<file path="src/rtl/mux_pkg.sv">
// Shared constants and helpers for the registered N:1 valid/ready multiplexer.
package mux_pkg;

  localparam logic MUX_MODE_FIXED = 1'b0;
  localparam logic MUX_MODE_RR    = 1'b1;

  // A select bus is always at least one bit, even for degenerate channel counts.
  function automatic int mux_sel_w(input int n);
    int w;
    w = $clog2(n);
    return (w < 1) ? 1 : w;
  endfunction

endpackage

</file>
<file path="src/rtl/rr_arbiter.sv">
// Combinational round-robin priority search: first requester at or after ptr wins.
module rr_arbiter import mux_pkg::*; #(
  parameter int NUM_CH = 8,
  parameter int SEL_W  = mux_sel_w(NUM_CH)
) (
  input  logic [NUM_CH-1:0] req,
  input  logic [SEL_W-1:0]  ptr,
  output logic [NUM_CH-1:0] grant,
  output logic [SEL_W-1:0]  grant_idx,
  output logic              grant_any
);

  int idx;

  // NOTE: every output gets a default before the search so no path leaves a latch.
  always_comb begin
    grant     = '0;
    grant_idx = '0;
    grant_any = 1'b0;
    idx       = 0;
    for (int i = 0; i < NUM_CH; i++) begin
      idx = (int'(ptr) + i) % NUM_CH;
      if (!grant_any && req[idx]) begin
        grant[idx] = 1'b1;
        grant_idx  = SEL_W'(idx);
        grant_any  = 1'b1;
      end
    end
  end

endmodule

</file>
<file path="src/rtl/mux_nto1_rr.sv">
// Registered N:1 multiplexer with valid/ready on every port; fixed or round-robin select.
// Round-robin support is compiled in only when MUX_RR_EN is defined.
module mux_nto1_rr import mux_pkg::*; #(
  parameter int NUM_CH = 8,
  parameter int DATA_W = 8,
  parameter int SEL_W  = mux_sel_w(NUM_CH)
) (
  input  logic                     clk,
  input  logic                     rst_n,
  input  logic [NUM_CH*DATA_W-1:0] in_data,
  input  logic [NUM_CH-1:0]        in_valid,
  output logic [NUM_CH-1:0]        in_ready,
  input  logic                     mode,
  input  logic [SEL_W-1:0]         sel,
  output logic [DATA_W-1:0]        out_data,
  output logic [SEL_W-1:0]         out_ch,
  output logic                     out_valid,
  input  logic                     out_ready
);

  logic [DATA_W-1:0] ch_data [NUM_CH];
  logic [NUM_CH-1:0] fix_grant;
  logic              fix_any;
  logic              sel_ok;
  logic [NUM_CH-1:0] g_onehot;
  logic [SEL_W-1:0]  g_idx;
  logic              g_any;
  logic              load;

  for (genvar k = 0; k < NUM_CH; k++) begin : g_unpack
    assign ch_data[k] = in_data[k*DATA_W +: DATA_W];
  end

  // A select beyond the last channel simply grants nothing.
  assign sel_ok  = 32'(sel) < 32'(NUM_CH);
  assign fix_any = sel_ok && in_valid[sel];

  always_comb begin
    fix_grant = '0;
    if (fix_any) fix_grant[sel] = 1'b1;
  end

`ifdef MUX_RR_EN
  logic [SEL_W-1:0]  ptr;
  logic [NUM_CH-1:0] rr_grant;
  logic [SEL_W-1:0]  rr_idx;
  logic              rr_any;

  rr_arbiter #(.NUM_CH(NUM_CH), .SEL_W(SEL_W)) u_arb (
    .req       (in_valid),
    .ptr       (ptr),
    .grant     (rr_grant),
    .grant_idx (rr_idx),
    .grant_any (rr_any)
  );

  always_comb begin
    if (mode == MUX_MODE_RR) begin
      g_onehot = rr_grant;
      g_idx    = rr_idx;
      g_any    = rr_any;
    end else begin
      g_onehot = fix_grant;
      g_idx    = sel;
      g_any    = fix_any;
    end
  end

  // Pointer follows every accepted grant, so fixed traffic leaves RR resuming fairly.
  always_ff @(posedge clk or negedge rst_n) begin
    if (!rst_n) begin
      ptr <= '0;
    end else if (load) begin
      ptr <= (32'(g_idx) == 32'(NUM_CH - 1)) ? '0 : g_idx + 1'b1;
    end
  end
`else
  logic unused_mode;
  assign unused_mode = mode;

  assign g_onehot = fix_grant;
  assign g_idx    = sel;
  assign g_any    = fix_any;
`endif

  assign load     = (!out_valid || out_ready) && g_any;
  assign in_ready = load ? g_onehot : '0;

  // NOTE: state registers use non-blocking assignments so every flop samples pre-edge values.
  always_ff @(posedge clk or negedge rst_n) begin
    if (!rst_n) begin
      out_valid <= 1'b0;
      out_data  <= '0;
      out_ch    <= '0;
    end else if (load) begin
      out_valid <= 1'b1;
      out_data  <= ch_data[g_idx];
      out_ch    <= g_idx;
    end else if (out_ready) begin
      out_valid <= 1'b0;
    end
  end

endmodule

</file>
<file path="config.mk">
export PLATFORM = sky130hd
export DESIGN_NAME = mux_nto1_rr
export DESIGN_NICKNAME = d
export VERILOG_FILES = /design/src/rtl/mux_pkg.sv /design/src/rtl/rr_arbiter.sv /design/src/rtl/mux_nto1_rr.sv
export SDC_FILE = /design/constraint.sdc
export NUM_CORES = 1
export LEC_CHECK = 0
export CORE_UTILIZATION = 35
export CTS_BUF_LIST = sky130_fd_sc_hd__clkbuf_2
export CTS_CLUSTER_SIZE = 28
export DETAILED_ROUTE_END_ITERATION = 6
export HOLD_SLACK_MARGIN = 0.03
export PLACE_DENSITY = 0.95
export SLEW_MARGIN = 20
export SYNTH_ARGS = -nofsm -noshare
export SYNTH_HDL_FRONTEND = slang
export SYNTH_HIERARCHICAL = 1
export SYNTH_SLANG_ARGS = --single-unit
</file>
<file path="constraint.sdc">
create_clock -name clk -period 2.3 [get_ports clk]
set_input_delay 0.23 -clock clk [delete_from_list [all_inputs] [get_ports clk]]
set_output_delay 0.23 -clock clk [all_outputs]
set_load 0.01 [all_outputs]
</file>
# Word level (Yosys, flattened, before mapping)
# Cells that the tools add are included.
[op_classes]
magnitude_cmp = 3
n_mux = 11
bitwise_logic = 1
n_reduce_logical = 5
[op_table]
columns = ["op", "n"]
rows = [
  ["8-bit two-way mux", 4],
  ["8-bit binary-select mux with 3-bit select", 1],
  ["4-bit >= comparator, second input constant", 1],
  ["3-bit by 4-bit less-than comparator with 1-bit output, second input constant", 1],
  ["1-bit two-way mux", 4],
  ["3-bit inverter with 4-bit output", 1],
  ["1-bit binary-select mux with 3-bit select", 1],
  ["1-bit demux with 3-bit select", 1],
  ["3-bit by 1-bit >= comparator with 1-bit output, second input constant", 1],
  ["1-bit logical AND", 2],
  ["2-bit nonzero test", 1],
  ["1-bit logical NOT", 1],
  ["1-bit logical OR", 1],
]
[word_totals]
reg_bits = 12
output_inout_bits = 20

# Logic depth before layout (Yosys ltp)
[depth]
ltp_word = 6
ltp_mapped = 8
ltp_nobuf = 4

# Worst setup path after synthesis
# Ideal clock, no wire load.
[synth_path]
path_type = "input port to flip-flop"
from = "in sel[0]"
to = "reg out_data[4]"
setup_ps = 125
arrival_ps = 1650
required_ps = 2175
path_slack_ps = 525
cell_stages = 6
path_buffers = 3
path_cell_list = "buf_6 > buf_6 > buf_6 > mux4_2 > mux2_2 > mux2_2"
[synth_between]
elab_chain_len = 4
[synth_rtl]
columns = ["element", "line_no", "text"]
rows = [
  ["from (decl)", "mux_nto1_rr.sv:14", "input logic [SEL_W-1:0] sel,"],
  ["3-bit inverter with 4-bit output (implied by the code)", "mux_nto1_rr.sv:97", "out_data <= ch_data[g_idx];"],
  ["8-bit binary-select mux with 3-bit select", "mux_nto1_rr.sv:97", ""],
  ["8-bit two-way mux (implied by the code) (2 in series)", "mux_nto1_rr.sv:97", ""],
  ["to (signal assigned)", "mux_nto1_rr.sv:97", ""],
  ["to (decl)", "mux_nto1_rr.sv:15", "output logic [DATA_W-1:0] out_data,"],
]
# Several ways; a longest one is shown, not always the timed one. The select of a mux whose other input is x is not followed.
# A chain may end at the register's enable or synchronous reset.

# Worst setup path in the final report
[layout_path]
from = "in in_valid[7]"
to = "out in_ready[0]"
[layout_between]
elab_chain_len = 4
[layout_rtl]
columns = ["element", "line_no", "text"]
rows = [
  ["from (decl)", "mux_nto1_rr.sv:11", "input logic [NUM_CH-1:0] in_valid,"],
  ["1-bit binary-select mux with 3-bit select (*)", "mux_nto1_rr.sv:36", "assign fix_any = sel_ok && in_valid[sel];"],
  ["1-bit two-way mux (implied by the code) (*)", "mux_nto1_rr.sv:36", ""],
  ["8-bit two-way mux or 1-bit logical AND (tied branches)", "mux_nto1_rr.sv:40, mux_nto1_rr.sv:86", ""],
  ["8-bit two-way mux (*)", "mux_nto1_rr.sv:87", "assign in_ready = load ? g_onehot : '0;"],
  ["to (decl)", "mux_nto1_rr.sv:12", "output logic [NUM_CH-1:0] in_ready,"],
]
# Mark *: on every way between the ends. The rest lies on a longest branch, timed or not. The select of a mux whose other input is x is not followed.

==> impl_metrics.env <==
export IMPL_run_status="finished, final reports clean"
export IMPL_wl_per_cell_um=17.3
export IMPL_worst_r2r_path_depth=5
export IMPL_postSynthCellCount=95
export IMPL_report_final_slew_viol_count=0
export IMPL_ir_worst_vdd_mv=0.381
export IMPL_crit_path_start_kind="input pin"
export IMPL_timing_critical_path_arrival_ns=1.86
export IMPL_cts_tree="yes"
export IMPL_multi_input_gate_area_um2=742
export IMPL_ratio_of_cells_with_drive_above_1_in_the_final_layout_pct=21.6
export IMPL_fp_dieArea_um2=3440
export IMPL_initial_utilization_pct=36.8
export IMPL_post_cts_setup_buffers=0
export IMPL_synth_avg_cell_area_um2=11.8
export IMPL_viasPerCell=5.12
export IMPL_synth_cell_types=18
export IMPL_synth_top_area_cell="sky130_fd_sc_hd__dfrtp_1"
export IMPL_worst_slew_pin_slew_ns=0.552
export IMPL_setup_violations_final=0
export IMPL_die_y_um=58.6
export IMPL_finalCriticalPeriod_ns=2.09
export IMPL_nNetsFinal=279
export IMPL_final_core_utilization_pct=71.1
export IMPL_totalWireLength_um=4210
export IMPL_rsz_0062_raised_after_global_routing="false"
export IMPL_flow_area_growth_from_synthesis_pct=93.4
export IMPL_globalRouteOverflowTotal=0
export IMPL_report_final_hold_viol_count=0
export IMPL_grtUsageTotal_pct=24.9
export IMPL_synth_seq_area_share_pct=26.8
export IMPL_cell_pwr_density_nw_per_um2=440
export IMPL_grt_antenna_before_repair=0
export IMPL_required_ns=2.07
export IMPL_cts_sink_cnt=12
export IMPL_cts_root_buf="sky130_fd_sc_hd__clkbuf_2"
export IMPL_synth_largest_type_area_fraction_pct=26.8
export IMPL_post_route_period_util_pct=90.8
export IMPL_worstHoldPathType="input pin to asynchronous set/reset pin"
export IMPL_slew_headroom_pct=63.1
export IMPL_synth_fp_nets=174
export IMPL_timing_worst_setup_path_type="input pin to output pin"
export IMPL_vias=1243
export IMPL_yosys_register_bits=12
export IMPL_drtIter0Drc=33
export IMPL_synthTopCellsByArea="sky130_fd_sc_hd__dfrtp_1 (27%), sky130_fd_sc_hd__mux4_2 (20%), sky130_fd_sc_hd__mux2i_1 (17%)"
export IMPL_layout_cells_most_common="sky130_fd_sc_hd__clkdlybuf4s50_1"
export IMPL_io_buffers=97
export IMPL_max_freq_ghz=0.479
export IMPL_gpl_congestion=0.803
export IMPL_die_width_um=58.6
export IMPL_power_leakage_nw=0.931
export IMPL_clk_insertion_delay_late_ns=0.27
export IMPL_setup_tns_final_ns=0
export IMPL_io_pin_count=99
export IMPL_grt_start_max_net_pins=19
export IMPL_worstPathMaxFanout=9
export IMPL_hpwlAfterDp_um=3580
export IMPL_yosysWarnings=6
export IMPL_crit_path_end_kind="output pin"
export IMPL_htree_num_levels=1
export IMPL_top_library_cells_by_usage_in_the_layout_fill_and_taps_aside="sky130_fd_sc_hd__clkdlybuf4s50_1 (86), sky130_fd_sc_hd__mux2i_1 (19), sky130_fd_sc_hd__mux2_2 (13)"
export IMPL_postRouteAntennaNets=0
export IMPL_drv_cap=0
export IMPL_first_pass_grt_wire_length_um=6220
export IMPL_num_rows=20
export IMPL_timing_clock_skew_ns=0.0199
export IMPL_first_global_vias=1307
export IMPL_route_detailed_drc=0
export IMPL_fill_cells=221
export IMPL_clkSlewWorstSetupHoldPaths_ns=0.12
export IMPL_final_seq_area_um2=300
export IMPL_antenna_diode_count=0
export IMPL_core_area_um2=3050
export IMPL_post_synth_instance_area_um2=1120
export IMPL_cts_made_buffers=3
export IMPL_cts_root_to_sink_buffers=2
export IMPL_drtPass1Iterations=4
[flip-flops by register name, indices dropped and copies added, names as in the netlist]
name and cells:
out_ch 3, out_data 8, out_valid 1
[repair_timing]
action / CTS / global route
endpoints found under the hold margin: 0 / 0
hold buffers: 0 / 0
setup endpoints to repair: 8 / 2
resized for setup: 9 / 2
[routing by layer]
layer | GRT usage, % | up-vias | part of all wire, %
met5 | 0 | - | 0
met4 | 9.18 | 0 | 2.8
met3 | 6.59 | 12 | 6.3
met2 | 45.6 | 55 | 52
met1 | 27.6 | 604 | 39
li1 | - | 572 | -
[synth_stat cells]
cell type                  number
sky130_fd_sc_hd__clkbuf_1       1
sky130_fd_sc_hd__buf_6          5
sky130_fd_sc_hd__nor2_1         6
sky130_fd_sc_hd__mux4_2        10
sky130_fd_sc_hd__nand2b_1       2
sky130_fd_sc_hd__nor2_2         1
sky130_fd_sc_hd__o41ai_4        1
sky130_fd_sc_hd__or2_2          1
sky130_fd_sc_hd__dfrtp_1       12
sky130_fd_sc_hd__buf_2          2
sky130_fd_sc_hd__inv_1          4
sky130_fd_sc_hd__nor3_1         8
sky130_fd_sc_hd__nand2_1        2
sky130_fd_sc_hd__nand2b_2       1
sky130_fd_sc_hd__mux2i_1       19
sky130_fd_sc_hd__o22ai_1        6
sky130_fd_sc_hd__nor4_1         1
sky130_fd_sc_hd__mux2_2        13
[worst max-delay path, cell delays in order]
cell and delay (ns):
sky130_fd_sc_hd__clkdlybuf4s50_1 0.40, sky130_fd_sc_hd__mux2i_1 0.18, sky130_fd_sc_hd__nor2_1 0.11, sky130_fd_sc_hd__o41ai_4 0.37
sky130_fd_sc_hd__buf_4 0.22, sky130_fd_sc_hd__nor3_1 0.06, sky130_fd_sc_hd__dlygate4sd2_1 0.30
[power breakdown]
part	internal (W)	switching, W	total [W]	leakage (nW)
clock network	0.0000378	0.0000662	0.000104	0.0140
registers	0.000273	0.0000380	0.000311	0.141
logic	0.000348	0.000192	0.000540	0.776
[area by class of cell]
class,count,area share (%)
multi-input combinational,71,34.2
timing repair buffer,108,47.9
tap,44,2.54
clock buffer,3,0.692
inverter,4,0.692
sequential,12,13.8
clock inverter,1,0.173
[per-stage QoR]
| step | hold slack [ns] | setup slack (ns) | cells | cell area (µm²) | power [W] |
|---|---|---|---|---|---|
| floorplan | -0.0656 | 0.525 | 95 | 1120 | 0.000527 |
| global placement | 0.490 | -0.110 | 239 | 2160 | 0.000833 |
| detailed placement | 0.496 | -0.227 | 239 | 2160 | 0.000854 |
| CTS | 0.307 | 0.118 | 243 | 2160 | 0.000961 |
| global route | 0.301 | 0.118 | 243 | 2170 | 0.00101 |
| finish | 0.303 | 0.213 | 243 | 2170 | 0.000955 |
[cells by family (layout without fill, tap and decap cells)]
family,count (synthesis),count (layout),share of synthesized area (%)
compound gates,7,7,5.80
buf+inv,12,116,7.58
flops,12,12,26.8
mux,42,42,50.1
simple gates,22,22,9.81
[path summary, 6_finish.rpt]
check / startpoint / to / slack, ns
hold reg to reg: out_data[7]$_DFFE_PN0P_ / out_data[7]$_DFFE_PN0P_ / 0.52
setup / recovery: in_valid[7] / in_ready[0] / 0.21
setup reg to reg: out_valid$_DFFE_PN0P_ / out_ch[0]$_DFFE_PN0P_ / 0.90
hold / removal: rst_n / out_data[4]$_DFFE_PN0P_ / 0.30
min in group clk: sel[1] / out_ch[1]$_DFFE_PN0P_ / 0.48
max in group asynchronous: rst_n / out_data[6]$_DFFE_PN0P_ / 1.61
Power figures use the tool's default switching activity.
